===== config.mk =====
export PLATFORM = sky130hd
export DESIGN_NAME = wb_cfg_master_flat
export DESIGN_NICKNAME = d
export VERILOG_FILES = /design/src/rtl/pwm_cfg_pkg.sv /design/src/rtl/wb_cfg_master_if.sv /design/src/rtl/wbm_timeout_cnt.sv /design/src/rtl/wb_cfg_master.sv /design/src/flat_wrapper.sv
export SDC_FILE = /design/constraint.sdc
export NUM_CORES = 1
export LEC_CHECK = 0
export ABC_AREA = 1
export BUFFER_PORTS_ARGS = -buffer_cell sky130_fd_sc_hd__buf_2
export CORE_AREA = 2 2 106 108
export CTS_BUF_LIST = sky130_fd_sc_hd__clkbuf_2 sky130_fd_sc_hd__clkbuf_4 sky130_fd_sc_hd__clkbuf_8
export DETAILED_ROUTE_END_ITERATION = 8
export DIE_AREA = 0 0 108 110
export PLACE_DENSITY = 0.78
export RECOVER_POWER = 50
export SYNTH_ARGS = -nofsm -noshare
export SYNTH_HDL_FRONTEND = slang
export SYNTH_SLANG_ARGS = --single-unit
export TNS_END_PERCENT = 30

===== constraint.sdc =====
create_clock -name i_clk -period 6.1 [get_ports i_clk]
set_clock_uncertainty 0.05 [all_clocks]
set_input_delay 0.915 -clock i_clk [delete_from_list [all_inputs] [get_ports i_clk]]
set_output_delay 0.915 -clock i_clk [all_outputs]
set_load 0.02 [all_outputs]

===== src/rtl/pwm_cfg_pkg.sv =====
// Shared constants for the PWM/timer register file and the wb_cfg_master FSM:
// register map, ctrl bit positions, state encoding and sequence ordering.
package pwm_cfg_pkg;

   localparam logic [15:0] CTRL_ADR_C = 16'h0000;
   localparam logic [15:0] DIV_ADR_C  = 16'h0002;
   localparam logic [15:0] PER_ADR_C  = 16'h0004;
   localparam logic [15:0] DUTY_ADR_C = 16'h0006;

   localparam int CTRL_EXT_CLK_SEL = 0;
   localparam int CTRL_PWM_MODE    = 1;
   localparam int CTRL_CNT_EN      = 2;
   localparam int CTRL_CONT        = 3;
   localparam int CTRL_OUT_EN      = 4;
   localparam int CTRL_IRQ_CLR     = 5;
   localparam int CTRL_DUTY_SEL    = 6;
   localparam int CTRL_SOFT_RST    = 7;

   localparam logic [1:0] ST_IDLE = 2'd0;
   localparam logic [1:0] ST_REQ  = 2'd1;
   localparam logic [1:0] ST_GAP  = 2'd2;
   localparam logic [1:0] ST_DONE = 2'd3;

   localparam logic [1:0] SEQ_LAST = 2'd3;

   // Ctrl goes last so enables only take effect once timing is configured.
   function automatic logic [15:0] seq_adr(input logic [1:0] idx,
                                           input logic [15:0] ctrl_adr,
                                           input logic [15:0] div_adr,
                                           input logic [15:0] per_adr,
                                           input logic [15:0] duty_adr);
      case (idx)
         2'd0:    seq_adr = div_adr;
         2'd1:    seq_adr = per_adr;
         2'd2:    seq_adr = duty_adr;
         default: seq_adr = ctrl_adr;
      endcase
   endfunction

endpackage


===== src/rtl/wb_cfg_master_if.sv =====
// Wishbone classic write-only bus between wb_cfg_master and the PWM slave.
interface wb_cfg_master_if #(
   parameter int ADR_W = 16,
   parameter int DAT_W = 16
);
   logic             o_wb_cyc;
   logic             o_wb_stb;
   logic             o_wb_we;
   logic [ADR_W-1:0] o_wb_adr;
   logic [DAT_W-1:0] o_wb_data;
   logic             i_wb_ack;

   modport master (output o_wb_cyc, o_wb_stb, o_wb_we, o_wb_adr, o_wb_data,
                   input  i_wb_ack);
   modport slave  (input  o_wb_cyc, o_wb_stb, o_wb_we, o_wb_adr, o_wb_data,
                   output i_wb_ack);
endinterface


===== src/rtl/wbm_timeout_cnt.sv =====
// Ack-wait counter: held at zero while cleared, counts enabled cycles and
// flags the cycle on which the count would reach the limit.
module wbm_timeout_cnt #(
   parameter int CNT_W = 16
) (
   input  logic             i_clk,
   input  logic             i_rst,
   input  logic             i_clear,
   input  logic             i_enable,
   input  logic [CNT_W-1:0] i_limit,
   output logic             o_expired
);

   logic [CNT_W-1:0] r_cnt;

   // Cycle counter, restarted whenever the master leaves REQ.
   always_ff @(posedge i_clk) begin
      if (!i_rst) begin
         r_cnt <= '0;
      end else if (i_clear) begin
         r_cnt <= '0;
      end else if (i_enable) begin
         r_cnt <= r_cnt + CNT_W'(1);
      end
   end

   assign o_expired = i_enable & (r_cnt == (i_limit - CNT_W'(1)));

endmodule


===== src/rtl/wb_cfg_master.sv =====
// Wishbone classic write initiator for the PWM register file: single writes or
// a 4-register sequence load. Ack timeout abort is built only with WBM_TIMEOUT_EN.
module wb_cfg_master
   import pwm_cfg_pkg::*;
#(
   parameter int          ADR_W       = 16,
   parameter int          DAT_W       = 16,
   parameter int          TIMEOUT_CYC = 255,
   parameter logic [15:0] CTRL_ADR    = CTRL_ADR_C,
   parameter logic [15:0] DIV_ADR     = DIV_ADR_C,
   parameter logic [15:0] PER_ADR     = PER_ADR_C,
   parameter logic [15:0] DUTY_ADR    = DUTY_ADR_C
) (
   input  logic             i_clk,
   input  logic             i_rst,
   input  logic             i_cmd_valid,
   output logic             o_cmd_ready,
   input  logic [ADR_W-1:0] i_cmd_adr,
   input  logic [DAT_W-1:0] i_cmd_data,
   input  logic             i_seq_start,
   input  logic [DAT_W-1:0] i_seq_ctrl,
   input  logic [DAT_W-1:0] i_seq_div,
   input  logic [DAT_W-1:0] i_seq_period,
   input  logic [DAT_W-1:0] i_seq_duty,
   wb_cfg_master_if.master  wb,
   output logic             o_busy,
   output logic             o_done,
   output logic             o_err
);

   logic [1:0]       r_state;
   logic [1:0]       r_idx;
   logic             r_seq_mode;
   logic             r_cyc;
   logic [ADR_W-1:0] r_adr;
   logic [DAT_W-1:0] r_data;
   logic             r_done;
   logic             r_err;
   logic [DAT_W-1:0] r_seq_val [4];
   logic             w_expired;
   logic             w_in_req;

   assign w_in_req = (r_state == ST_REQ);

`ifdef WBM_TIMEOUT_EN
   wbm_timeout_cnt #(.CNT_W(16)) u_timeout (
      .i_clk     (i_clk),
      .i_rst     (i_rst),
      .i_clear   (~w_in_req),
      .i_enable  (w_in_req & ~wb.i_wb_ack),
      .i_limit   (16'(TIMEOUT_CYC)),
      .o_expired (w_expired)
   );
`else
   assign w_expired = 1'b0;
`endif

   // Transfer FSM; sequence values are stored in bus order (div, per, duty, ctrl).
   always_ff @(posedge i_clk) begin
      if (!i_rst) begin
         r_state    <= ST_IDLE;
         r_idx      <= 2'd0;
         r_seq_mode <= 1'b0;
         r_cyc      <= 1'b0;
         r_adr      <= '0;
         r_data     <= '0;
         r_done     <= 1'b0;
         r_err      <= 1'b0;
         for (int i = 0; i < 4; i++) r_seq_val[i] <= '0;
      end else begin
         r_done <= 1'b0;
         r_err  <= 1'b0;
         case (r_state)
            ST_IDLE: begin
               if (i_seq_start) begin
                  r_seq_val[0] <= i_seq_div;
                  r_seq_val[1] <= i_seq_period;
                  r_seq_val[2] <= i_seq_duty;
                  r_seq_val[3] <= i_seq_ctrl;
                  r_idx        <= 2'd0;
                  r_seq_mode   <= 1'b1;
                  r_adr        <= ADR_W'(seq_adr(2'd0, CTRL_ADR, DIV_ADR, PER_ADR, DUTY_ADR));
                  r_data       <= i_seq_div;
                  r_cyc        <= 1'b1;
                  r_state      <= ST_REQ;
               end else if (i_cmd_valid) begin
                  r_seq_mode <= 1'b0;
                  r_adr      <= i_cmd_adr;
                  r_data     <= i_cmd_data;
                  r_cyc      <= 1'b1;
                  r_state    <= ST_REQ;
               end
            end
            ST_REQ: begin
               if (wb.i_wb_ack) begin
                  r_cyc <= 1'b0;
                  if (r_seq_mode && (r_idx != SEQ_LAST)) begin
                     r_idx   <= r_idx + 2'd1;
                     r_state <= ST_GAP;
                  end else begin
                     r_idx   <= 2'd0;
                     r_done  <= 1'b1;
                     r_state <= ST_DONE;
                  end
               end else if (w_expired) begin
                  r_cyc   <= 1'b0;
                  r_idx   <= 2'd0;
                  r_done  <= 1'b1;
                  r_err   <= 1'b1;
                  r_state <= ST_DONE;
               end
            end
            ST_GAP: begin
               r_adr   <= ADR_W'(seq_adr(r_idx, CTRL_ADR, DIV_ADR, PER_ADR, DUTY_ADR));
               r_data  <= r_seq_val[r_idx];
               r_cyc   <= 1'b1;
               r_state <= ST_REQ;
            end
            ST_DONE: begin
               r_state <= ST_IDLE;
            end
            default: begin
               r_cyc   <= 1'b0;
               r_state <= ST_IDLE;
            end
         endcase
      end
   end

   assign wb.o_wb_cyc  = r_cyc;
   assign wb.o_wb_stb  = r_cyc;
   assign wb.o_wb_we   = r_cyc;
   assign wb.o_wb_adr  = r_adr;
   assign wb.o_wb_data = r_data;

   assign o_cmd_ready = i_rst & (r_state == ST_IDLE) & ~i_seq_start;
   assign o_busy      = (r_state != ST_IDLE);
   assign o_done      = r_done;
   assign o_err       = r_err;

endmodule


===== src/flat_wrapper.sv =====
// flat-port wrapper written by rule: the top's interface ports become plain ports
module wb_cfg_master_flat import pwm_cfg_pkg::*;
#(
   parameter int          ADR_W       = 16,
   parameter int          DAT_W       = 16,
   parameter int          TIMEOUT_CYC = 255,
   parameter logic [15:0] CTRL_ADR    = CTRL_ADR_C,
   parameter logic [15:0] DIV_ADR     = DIV_ADR_C,
   parameter logic [15:0] PER_ADR     = PER_ADR_C,
   parameter logic [15:0] DUTY_ADR    = DUTY_ADR_C
)
  (i_clk, i_rst, i_cmd_valid, o_cmd_ready, i_cmd_adr, i_cmd_data, i_seq_start, i_seq_ctrl, i_seq_div, i_seq_period, i_seq_duty, o_busy, o_done, o_err, wb_o_wb_cyc, wb_o_wb_stb, wb_o_wb_we, wb_o_wb_adr, wb_o_wb_data, wb_i_wb_ack);
  wb_cfg_master_if #(.ADR_W(ADR_W), .DAT_W(DAT_W)) wb_i ();
  input  logic i_clk;
  input  logic i_rst;
  input  logic i_cmd_valid;
  output logic o_cmd_ready;
  input  logic [ADR_W-1:0] i_cmd_adr;
  input  logic [DAT_W-1:0] i_cmd_data;
  input  logic i_seq_start;
  input  logic [DAT_W-1:0] i_seq_ctrl;
  input  logic [DAT_W-1:0] i_seq_div;
  input  logic [DAT_W-1:0] i_seq_period;
  input  logic [DAT_W-1:0] i_seq_duty;
  output logic o_busy;
  output logic o_done;
  output logic o_err;
  output wire logic [$bits(wb_i.o_wb_cyc)-1:0] wb_o_wb_cyc;
  output wire logic [$bits(wb_i.o_wb_stb)-1:0] wb_o_wb_stb;
  output wire logic [$bits(wb_i.o_wb_we)-1:0] wb_o_wb_we;
  output wire logic [$bits(wb_i.o_wb_adr)-1:0] wb_o_wb_adr;
  output wire logic [$bits(wb_i.o_wb_data)-1:0] wb_o_wb_data;
  input wire logic [$bits(wb_i.i_wb_ack)-1:0] wb_i_wb_ack;
  assign wb_o_wb_cyc = wb_i.o_wb_cyc;
  assign wb_o_wb_stb = wb_i.o_wb_stb;
  assign wb_o_wb_we = wb_i.o_wb_we;
  assign wb_o_wb_adr = wb_i.o_wb_adr;
  assign wb_o_wb_data = wb_i.o_wb_data;
  assign wb_i.i_wb_ack = wb_i_wb_ack;
  wb_cfg_master #(.ADR_W(ADR_W), .DAT_W(DAT_W), .TIMEOUT_CYC(TIMEOUT_CYC), .CTRL_ADR(CTRL_ADR), .DIV_ADR(DIV_ADR), .PER_ADR(PER_ADR), .DUTY_ADR(DUTY_ADR)) u_core (.i_clk(i_clk), .i_rst(i_rst), .i_cmd_valid(i_cmd_valid), .o_cmd_ready(o_cmd_ready), .i_cmd_adr(i_cmd_adr), .i_cmd_data(i_cmd_data), .i_seq_start(i_seq_start), .i_seq_ctrl(i_seq_ctrl), .i_seq_div(i_seq_div), .i_seq_period(i_seq_period), .i_seq_duty(i_seq_duty), .wb(wb_i), .o_busy(o_busy), .o_done(o_done), .o_err(o_err));
endmodule

==> summary.md, run 1 <==
| Metric | Value |
|---|---|
| Hpwl dp | 8275 um |
| Reg2reg path depth | 6 |
| FF+latch count, synth | 105 |
| R2R Path Start | u_core.r_state[1] |
| Postcts setup bufs | 0 |
| R2r setup slk | 3240 ps |
| Finished Cell Area | around 0.006 mm^2 |
| Worst Setup End Kind | output port |
| Worst hold path class | reg -> reg |
| Startpoint types | primary input |
| IO Pins | 140 |
| Vias | 4498 |
| Relative slew slack | -0.03691 |
| Worst-margin pin slew | 1552 ps |
| Routability congestion estimate | 0.8295 |
| Footprint of the multi-input gates | 0.001722 mm^2 |
| Cell area after synthesis | 0.005249 mm^2 |
| Hold depth | 2 |
| Gr usage total | 0.2068 |
| Status | finished, violations left |
| Clk Latency, worst-skew pair | 370 ps |
| Clk slew on worst S/H paths | about 100 ps |
| Hold Path Origin | u_core.wb.o_wb_adr[0] |
| Max VDD drop | 125.8 uV |
| Register area share after synthesis | 0.5225 |
| Slew Viols, Final | 86 |
| Synth Instances | 681 |
| Vias in the first global route | approximately 4.1k |
| Fin util | 0.5616 |
| Clk sinks | 105 |
| Port Buffers | 138 |
| RSZ-0062 raised after global routing | false |
| Via-per-instance ratio | about 4.8 |
| Failing checks | max-capacitance violations, max-slew violations |
| Crit path time final | just over 4000 ps |
| H-tree Lvls | 3 |
| Maxcap violations | 2 |
| Grt total ovfl | 0 |
| Hold-fix buffers at CTS | 0 |
| Fillers | 1046 |
| Die area | roughly 0.012 mm^2 |
| Layout cell share with drive strength beyond 1 | 0.1566 |
| Setup TNS | 0 ps |
| ANT nets after route | 0 |
| CP max FO | 34 |
| Final period util | 0.6803 |
| Global-route wire length before repair | 18840 um |
| Syn Area/Cell | 7.707 um^2 |
| Max Fclk | between 200 and 250 MHz |
| Rows | 38 |
| Netlist cell types | 23 |
| Max clock buf depth | 2 |
| Root Buffer | clkbuf_8 |
| Initial antenna violation count | 0 |
| Warnings, synthesis | 0 |
| Chip width | 108 um |
| Post-synthesis net count | 785 |
| Final WL | 11920 um |
| CP arrival | 3180 ps |
| DR pass1 iterations | 4 |
| Final #Nets | 897 |
| Post-place instance area | roughly 0.0059 mm^2 |
| Largest net degree at the start of global routing | 65 |
| Setup violations, final | 0 |
| Ant diodes | 0 |
| Area contributors post-synth | edfxtp_1, dfxtp_1, nand2_1 |
| Power, Total | 1.573 mW |
| Leak pwr | 2.959 nW |
| Remaining DRCs | 0 |
| Worst Hold End | u_core.wb.o_wb_adr[0] |
| Die height | 110 um |
| Dominant cell type by area after synthesis | edfxtp_1 |
| Power Density | 261.8 mW/mm^2 |
| Core area | 0.01070 mm^2 |
| DRT iter0 DRCs | 317 |
| Yosys top cell area share | 0.3662 |
| Initial Utilization | 0.4906 |
| Crit Path Class | in -> out |
| Inserted Clock Buffers | 9 |
| FF+latch area | 0.002743 mm^2 |
| Clock tree from TritonCTS | yes |
| Post-CTS Resized | 0 |
| Routed wire per std cell | 12.71 um |
| Reg2reg end | u_core.r_state[0] |
| Worst EP required | ~5100 ps |
| Area Overhead vs Synth | 14.47% |
| Final hold violations | 0 |
[kinds of logic after synthesis]
| kind of cell | Yosys count | synth area share |
|---|---|---|
| and+or+nand+nor | 334 | 0.2672 |
| buffers and inverters | 180 | 0.1471 |
| DFF | 105 | 0.5225 |
| AOI/OAI and AO/OA | 58 | 0.05530 |
| adders and majority gates | 3 | 0.007152 |
| other | 1 | 0.0007145 |
[final cells by class]
type,instances,area share
flip-flops and latches,105,0.4565
multi-input cells,396,0.2865
repair buffers,141,0.1102
inverters,140,0.08746
well taps,140,0.02915
clock buffers,9,0.02062
clock inverters,7,0.009579
[layer usage]
metal,global-route usage,vias up,routed length (um)
li1,-,2303,-
met1,0.2589,2036,5187
met2,0.3585,134,5865
met3,0.02646,25,557
met4,0.09524,0,309
met5,0,-,0
[flip-flops by register name (all words and copies together) (netlist names), named ones only]
| register | cells |
|---|---|
| u_core.r_idx | 2 |
| u_core.wb.o_wb_cyc | 1 |
| u_core.r_seq_mode | 1 |
| u_core.r_seq_val | 64 |
| u_core.r_state | 2 |
| u_core.wb.o_wb_data | 16 |
| u_core.o_done | 1 |
| u_core.wb.o_wb_adr | 16 |
[synth_stat cells (all sizes together)]
master,instances
nand2,187
inv,137
nor2,77
edfxtp,64
a21oi,49
dfxtp,41
nand3,36
buf,32
nor3,19
nand4,15
o21ai,9
clkbuf,8
clkinv,3
ha,3
conb,1
[where the power goes]
part | switching (mW) | internal (mW) | leakage, nW
Sequential | 0.0285 | 0.821 | 1.02
Combinational | 0.211 | 0.103 | 1.83
Clock | 0.239 | 0.170 | 0.103
[how the worst max path moves through the flow]
| stage | from | to | slack, ps | depth (start not counted) |
|---|---|---|---|---|
| 4_1_cts | i_rst | o_cmd_ready | 3010 | 5 |
| 2_1_floorplan | i_rst | u_core.r_seq_val[0][0] | 2920 | 3 |
| 3_3_place_gp | i_rst | o_cmd_ready | 3000 | 5 |
| 5_1_grt | i_rst | o_cmd_ready | 1660 | 5 |
| 6_report | i_rst | o_cmd_ready | 1950 | 5 |
| 3_5_place_dp | i_rst | o_cmd_ready | 3010 | 5 |
[critical path, stage by stage]
cell	delay, ps
clkbuf_1	850
clkinv_1	160
clkbuf_1	640
nor3_1	370
buf_2	210
[stage by stage]
step	hold slack [ps]	std cells	setup WS, ps
after floorplan	395.8	681	2924
final	419.8	938	1950
after global placement	404.5	922	3001
after CTS	420.6	938	3009
after detailed placement	405.3	922	3014
after global routing	443.7	938	1665
[placed cells by master (no fill, tap or decap), drive strengths merged, types with 15 or more instances in the layout]
cell / n
a21oi: 49
buf: 102
clkbuf: 48
dfxtp: 41
edfxtp: 64
inv: 140
nand2: 187
nand3: 36
nand4: 15
nor2: 77
nor3: 19
No activity file was read; power rests on OpenSTA's default activity.
==> run 2, diff against run 1 <==
--- a/config.mk
+++ b/config.mk
@@ -7,11 +7,11 @@
 export LEC_CHECK = 0
 export ABC_AREA = 1
 export BUFFER_PORTS_ARGS = -buffer_cell sky130_fd_sc_hd__buf_2
-export CORE_AREA = 2 2 106 108
+export CORE_AREA = 2 2 107 109
 export CTS_BUF_LIST = sky130_fd_sc_hd__clkbuf_2 sky130_fd_sc_hd__clkbuf_4 sky130_fd_sc_hd__clkbuf_8
 export DETAILED_ROUTE_END_ITERATION = 8
-export DIE_AREA = 0 0 108 110
-export PLACE_DENSITY = 0.78
+export DIE_AREA = 0 0 109 111
+export PLACE_DENSITY = 0.8
 export RECOVER_POWER = 50
 export SYNTH_ARGS = -nofsm -noshare
 export SYNTH_HDL_FRONTEND = slang
==> constraint.sdc (replaced) <==
create_clock -name i_clk -period 3.6 [get_ports i_clk]
set_clock_uncertainty 0.05 [all_clocks]
set_input_delay 0.54 -clock i_clk [delete_from_list [all_inputs] [get_ports i_clk]]
set_output_delay 0.54 -clock i_clk [all_outputs]
set_load 0.02 [all_outputs]
==> summary.md, run 2 (synthesis results as in run 1) <==
| Metric | Value |
|---|---|
| Clock power frac | 0.268 |
| Maxcap violations | 2 |
| CP max FO | 18 |
| Leak pwr | between 2 and 3 nW |
| Routability congestion estimate | 0.8450 |
| Internal Power | 1.843 mW |
| Gate power share | 0.200 |
| GRT met3 Usage | 0.03998 |
| DR pass1 iterations | 5 |
| Setup violations, final | 0 |
| Vias in the first global route | 4139 |
| Switching Fraction | 0.3192 |
| Global-route wire length before repair | ~19000 um |
| Ant diodes | 0 |
| Layout cell share with drive strength beyond 1 | 0.1633 |
| Crit Path Class | reg -> out |
| Setup TNS | 0 ps |
| Crit-path cells | nor2_1, clkinv_1, nor3_1, buf_2 |
| Initial Utilization | 0.4739 |
| Placed cells | 929 |
| Routed wire per std cell | 12.79 um |
| Final hold violations | 0 |
| Power Density | around 450 mW/mm^2 |
| Max Fclk | 377.1 MHz |
| Place WS | 1397 ps |
| Hold-fix buffers at CTS | 0 |
| P_sw | 0.8640 mW |
| Postcts setup bufs | 0 |
| Final #Nets | about 900 |
| GR Util met2 | 0.3379 |
| Reg2reg path depth | 4 |
| Sequential Power Share | 0.532 |
| Crit path time final | 2652 ps |
| Grt total ovfl | 0 |
| Remaining DRCs | 0 |
| Via-per-instance ratio | 4.758 |
| Hold depth | 3 |
| Fin cells | 945 |
| CP arrival | 2060 ps |
| Gr usage total | 0.2000 |
| Largest net degree at the start of global routing | 51 |
| RSZ-0062 raised after global routing | false |
| Slack of the critical path | between 900 and 1000 ps |
| Slew Viols, Final | 100 |
| Most common cell after layout, fill and taps aside | nand2_1 |
| Clock tree from TritonCTS | yes |
| Die height | 111 um |
| Area Overhead vs Synth | 15.45% |
| Max VDD drop | 204.8 uV |
| Post-CTS Resized | 0 |
| CP max stage delay | 490 ps |
| Rows | 39 |
| DRT iter0 DRCs | approximately 290 |
| Die area | 0.01210 mm^2 |
| IO Pins | 140 |
| Worst EP required | 3010 ps |
| Core area | 0.01108 mm^2 |
| Root Buffer | clkbuf_8 |
| Met1 usage | 0.2576 |
| Slowest-stage cell, CP | clkinv_1 |
| Status | finished, violations left |
| Initial antenna violation count | 0 |
| Inserted Clock Buffers | 9 |
| Worst hold path class | in -> reg |
| Relative slew slack | -0.2909 |
| Clk sinks | between 100 and 150 |
| Port Buffers | 138 |
| Busiest layer in global routing | met2 |
| Startpoint types | flip-flop |
| Final WL | between 10000 and 15000 um |
| Chip width | between 100 and 150 um |
| Hpwl dp | about 8700 um |
| Clk slew on worst S/H paths | 110 ps |
| Max clock buf depth | 2 |
| Final period util | 0.7365 |
| Largest register FFs | 64 |
| R2r setup slk | 970 ps |
| ANT nets after route | 0 |
| Hold_ws | 385.3 ps |
| Largest Register | u_core.r_seq_val |
| Clk Latency, worst-skew pair | 370 ps |
| Worst-margin pin slew | 1936 ps |
| Worst Setup End Kind | output port |
| Power, Total | 2.707 mW |
| H-tree Lvls | 3 |
| Commonest cells after routing, fill and taps aside | nand2_1, inv_1, buf_2 |
| Failing checks | max-capacitance violations, max-slew violations |
| Vias | 4496 |
[run 2: changes by cell type in the layout (fill, tap and decap cells not counted), sizes merged]
| cell | change |
|---|---|
| buf | +6 |
| bufinv | -1 |
| clkbuf | -2 |
| clkinvlp | +1 |
[run 2: layout make-up]
class                   instances  area (um^2)
inverters                     140        525.5
clock buffers                   9        123.9
repair buffers                145        694.4
flip-flops and latches        105         2743
fillers                      1091         5017
multi-input cells             396         1719
well taps                     143        178.9
clock inverters                 7        75.07
[run 2: worst paths after layout]
check,startpoint,endpoint
worst max-delay path,u_core.r_state[0],o_cmd_ready
worst min-delay path,i_cmd_adr[4],u_core.wb.o_wb_adr[4]
worst max register to register,u_core.r_state[0],u_core.r_seq_val[1][7]
worst min register to register,u_core.wb.o_wb_adr[11],u_core.wb.o_wb_adr[11]
[run 2: power by group through the flow]
stage	clock [mW]	combinational [mW]	sequential, mW
2_1_floorplan	0	0.356	1.50
3_3_place_gp	0	0.544	1.46
3_5_place_dp	0	0.552	1.47
4_1_cts	0.742	0.555	1.44
5_1_grt	0.782	0.612	1.45
6_report	0.726	0.541	1.44
[run 2: routing by layer]
metal / part of all wire / up-vias
met5: 0 / -
met4: 0.018 / 0
met3: 0.059 / 17
met2: 0.49 / 137
met1: 0.43 / 2026
li1: - / 2316
[run 2: through the flow]
step | cell area [um^2] | util
2_1_floorplan | 5249 | -
4_1_cts | 6126 | 0.5530
3_3_place_gp | 5927 | 0.5351
6_report | 6060 | 0.5470
3_5_place_dp | 5927 | 0.5351
5_1_grt | 6060 | 0.5470
[run 2: critical path: cells and delay by family (launching register included)]
family / cells / cell delay (ps)
flops: 1 / 400
simple gates: 2 / 580
buf+inv: 2 / 710
==> run 3, diff against run 2 <==
==> constraint.sdc (replaced) <==
create_clock -name i_clk -period 2.34 [get_ports i_clk]
set_clock_uncertainty 0.05 [all_clocks]
set_input_delay 0.351 -clock i_clk [delete_from_list [all_inputs] [get_ports i_clk]]
set_output_delay 0.351 -clock i_clk [all_outputs]
set_load 0.02 [all_outputs]
==> summary.md, run 3 (synthesis results as in run 1) <==
| Metric | Value |
|---|---|
| Status | complete, no violations |
| Clk slew on worst S/H paths | 100 ps |
| Slowest-stage cell, CP | dfxtp_1 |
| Power Density | 679.6 mW/mm^2 |
| Routed wire per std cell | 12.60 um |
| Worst-margin pin slew | a little over 900 ps |
| Inserted Clock Buffers | 9 |
| Final period util | 0.8871 |
| R2r setup slk | 380 ps |
| Gr usage total | 0.2030 |
| Routability congestion estimate | between 0.8 and 0.9 |
| Rows | 39 |
| Commonest cells after routing, fill and taps aside | nand2_1, inv_1, buf_2 |
| Hold depth | 3 |
| Fin util | 0.5533 |
| Leak pwr | 3.021 nW |
| Core area | 0.01108 mm^2 |
| Reg2reg path depth | 4 |
| Relative slew slack | 0.3921 |
| Final WL | 11990 um |
| Clock tree from TritonCTS | yes |
| Footprint of the multi-input gates | ~0.0017 mm^2 |
| Largest net degree at the start of global routing | 51 |
| H-tree Lvls | 3 |
| Most common cell after layout, fill and taps aside | nand2_1 |
| Maxcap violations | 0 |
| Clk Latency, worst-skew pair | 370 ps |
| Postcts setup bufs | 0 |
| Power, Total | 4.165 mW |
| CP max FO | 9 |
| Fillers | about 1.1k |
| Ant diodes | 0 |
| Largest register FFs | 64 |
| Worst Setup End Kind | output port |
| Max VDD drop | 370.2 uV |
| Grt total ovfl | 0 |
| Hold-fix buffers at CTS | 0 |
| Worst hold path class | in -> reg |
| Worst path bufs/invs | 3 |
| Vias in the first global route | 4206 |
| Crit-path cells | nor2_4, clkinv_1, clkbuf_1, buf_2 |
| Post-place instance area | 0.006005 mm^2 |
| Delay-heaviest family, CP | buffers and inverters |
| Startpoint types | flip-flop |
| ANT nets after route | 0 |
| Via-per-instance ratio | 4.734 |
| Finished Cell Area | 0.006128 mm^2 |
| Crit path time final | 2076 ps |
| Post-CTS Resized | 0 |
| Area Overhead vs Synth | 16.76% |
| Hold_ws | 188.2 ps |
| Final hold violations | 0 |
| Slew Viols, Final | 0 |
| Clk sinks | 105 |
| DRT iter0 DRCs | between 300 and 400 |
| Critical path depth | 4 |
| Max clock buf depth | 2 |
| Layout cell share with drive strength beyond 1 | 0.1693 |
| Chip width | 109 um |
| Root Buffer | clkbuf_8 |
| Crit Path Class | reg -> out |
| IO Pins | 140 |
| CP arrival | roughly 1700 ps |
| Final #Nets | 908 |
| Die height | about 110 um |
| DR pass1 iterations | 4 |
| Setup violations, final | 0 |
| Port Buffers | ~140 |
| Global-route wire length before repair | 19150 um |
| Die area | roughly 0.012 mm^2 |
| Initial antenna violation count | 0 |
| Max Fclk | 481.8 MHz |
| FF+latch area | 0.002743 mm^2 |
| Setup TNS | 0 ps |
| CP max stage delay | 520 ps |
| RSZ-0062 raised after global routing | false |
| Largest Register | u_core.r_seq_val |
| Hpwl dp | between 8000 and 9000 um |
| Remaining DRCs | 0 |
| Initial Utilization | 0.4739 |
| Worst EP required | 1940 ps |
| Vias | 4507 |
run 3: final timing paths:
| check | start | to |
|---|---|---|
| setup / recovery | u_core.r_state[0] | o_busy |
| hold / removal | i_cmd_adr[11] | u_core.wb.o_wb_adr[11] |
| setup reg to reg | u_core.r_state[0] | u_core.r_seq_val[3][4] |
| hold reg to reg | u_core.wb.o_wb_adr[11] | u_core.wb.o_wb_adr[11] |
run 3: metrics by stage:
| stage | setup slack, ps | instances |
|---|---|---|
| 6_report | 264.3 | 952 |
| 2_1_floorplan | 359.0 | 681 |
| 5_1_grt | 147.2 | 952 |
| 3_3_place_gp | 624.2 | 936 |
| 3_5_place_dp | 607.2 | 936 |
| 4_1_cts | 433.2 | 952 |
run 3: worst register-to-register path, stage by stage (launching register included):
cell     delay [ps]
dfxtp_1         410
nor2_4          140
nand3_1         620
buf_4           480
nor2_1          120
run 3: final cells by class:
cell class	count	share of cell area
clock buffers	9	0.02021
flip-flops and latches	105	0.4475
multi-input cells	396	0.2813
well taps	143	0.02920
inverters	140	0.08575
clock inverters	7	0.01123
repair buffers	152	0.1247
run 3: layer usage:
metal	wire [um]	track usage
met1	5070	0.2588
met2	5979	0.3549
met3	837	0.03057
met4	104	0.05470
met5	0	0
run 3: report_power, final:
part           internal [mW]  leakage, nW  switching [mW]
sequential              2.14         1.02          0.0706
clock                  0.454        0.104           0.649
combinational          0.286         1.89           0.566
total                   2.88         3.02            1.28
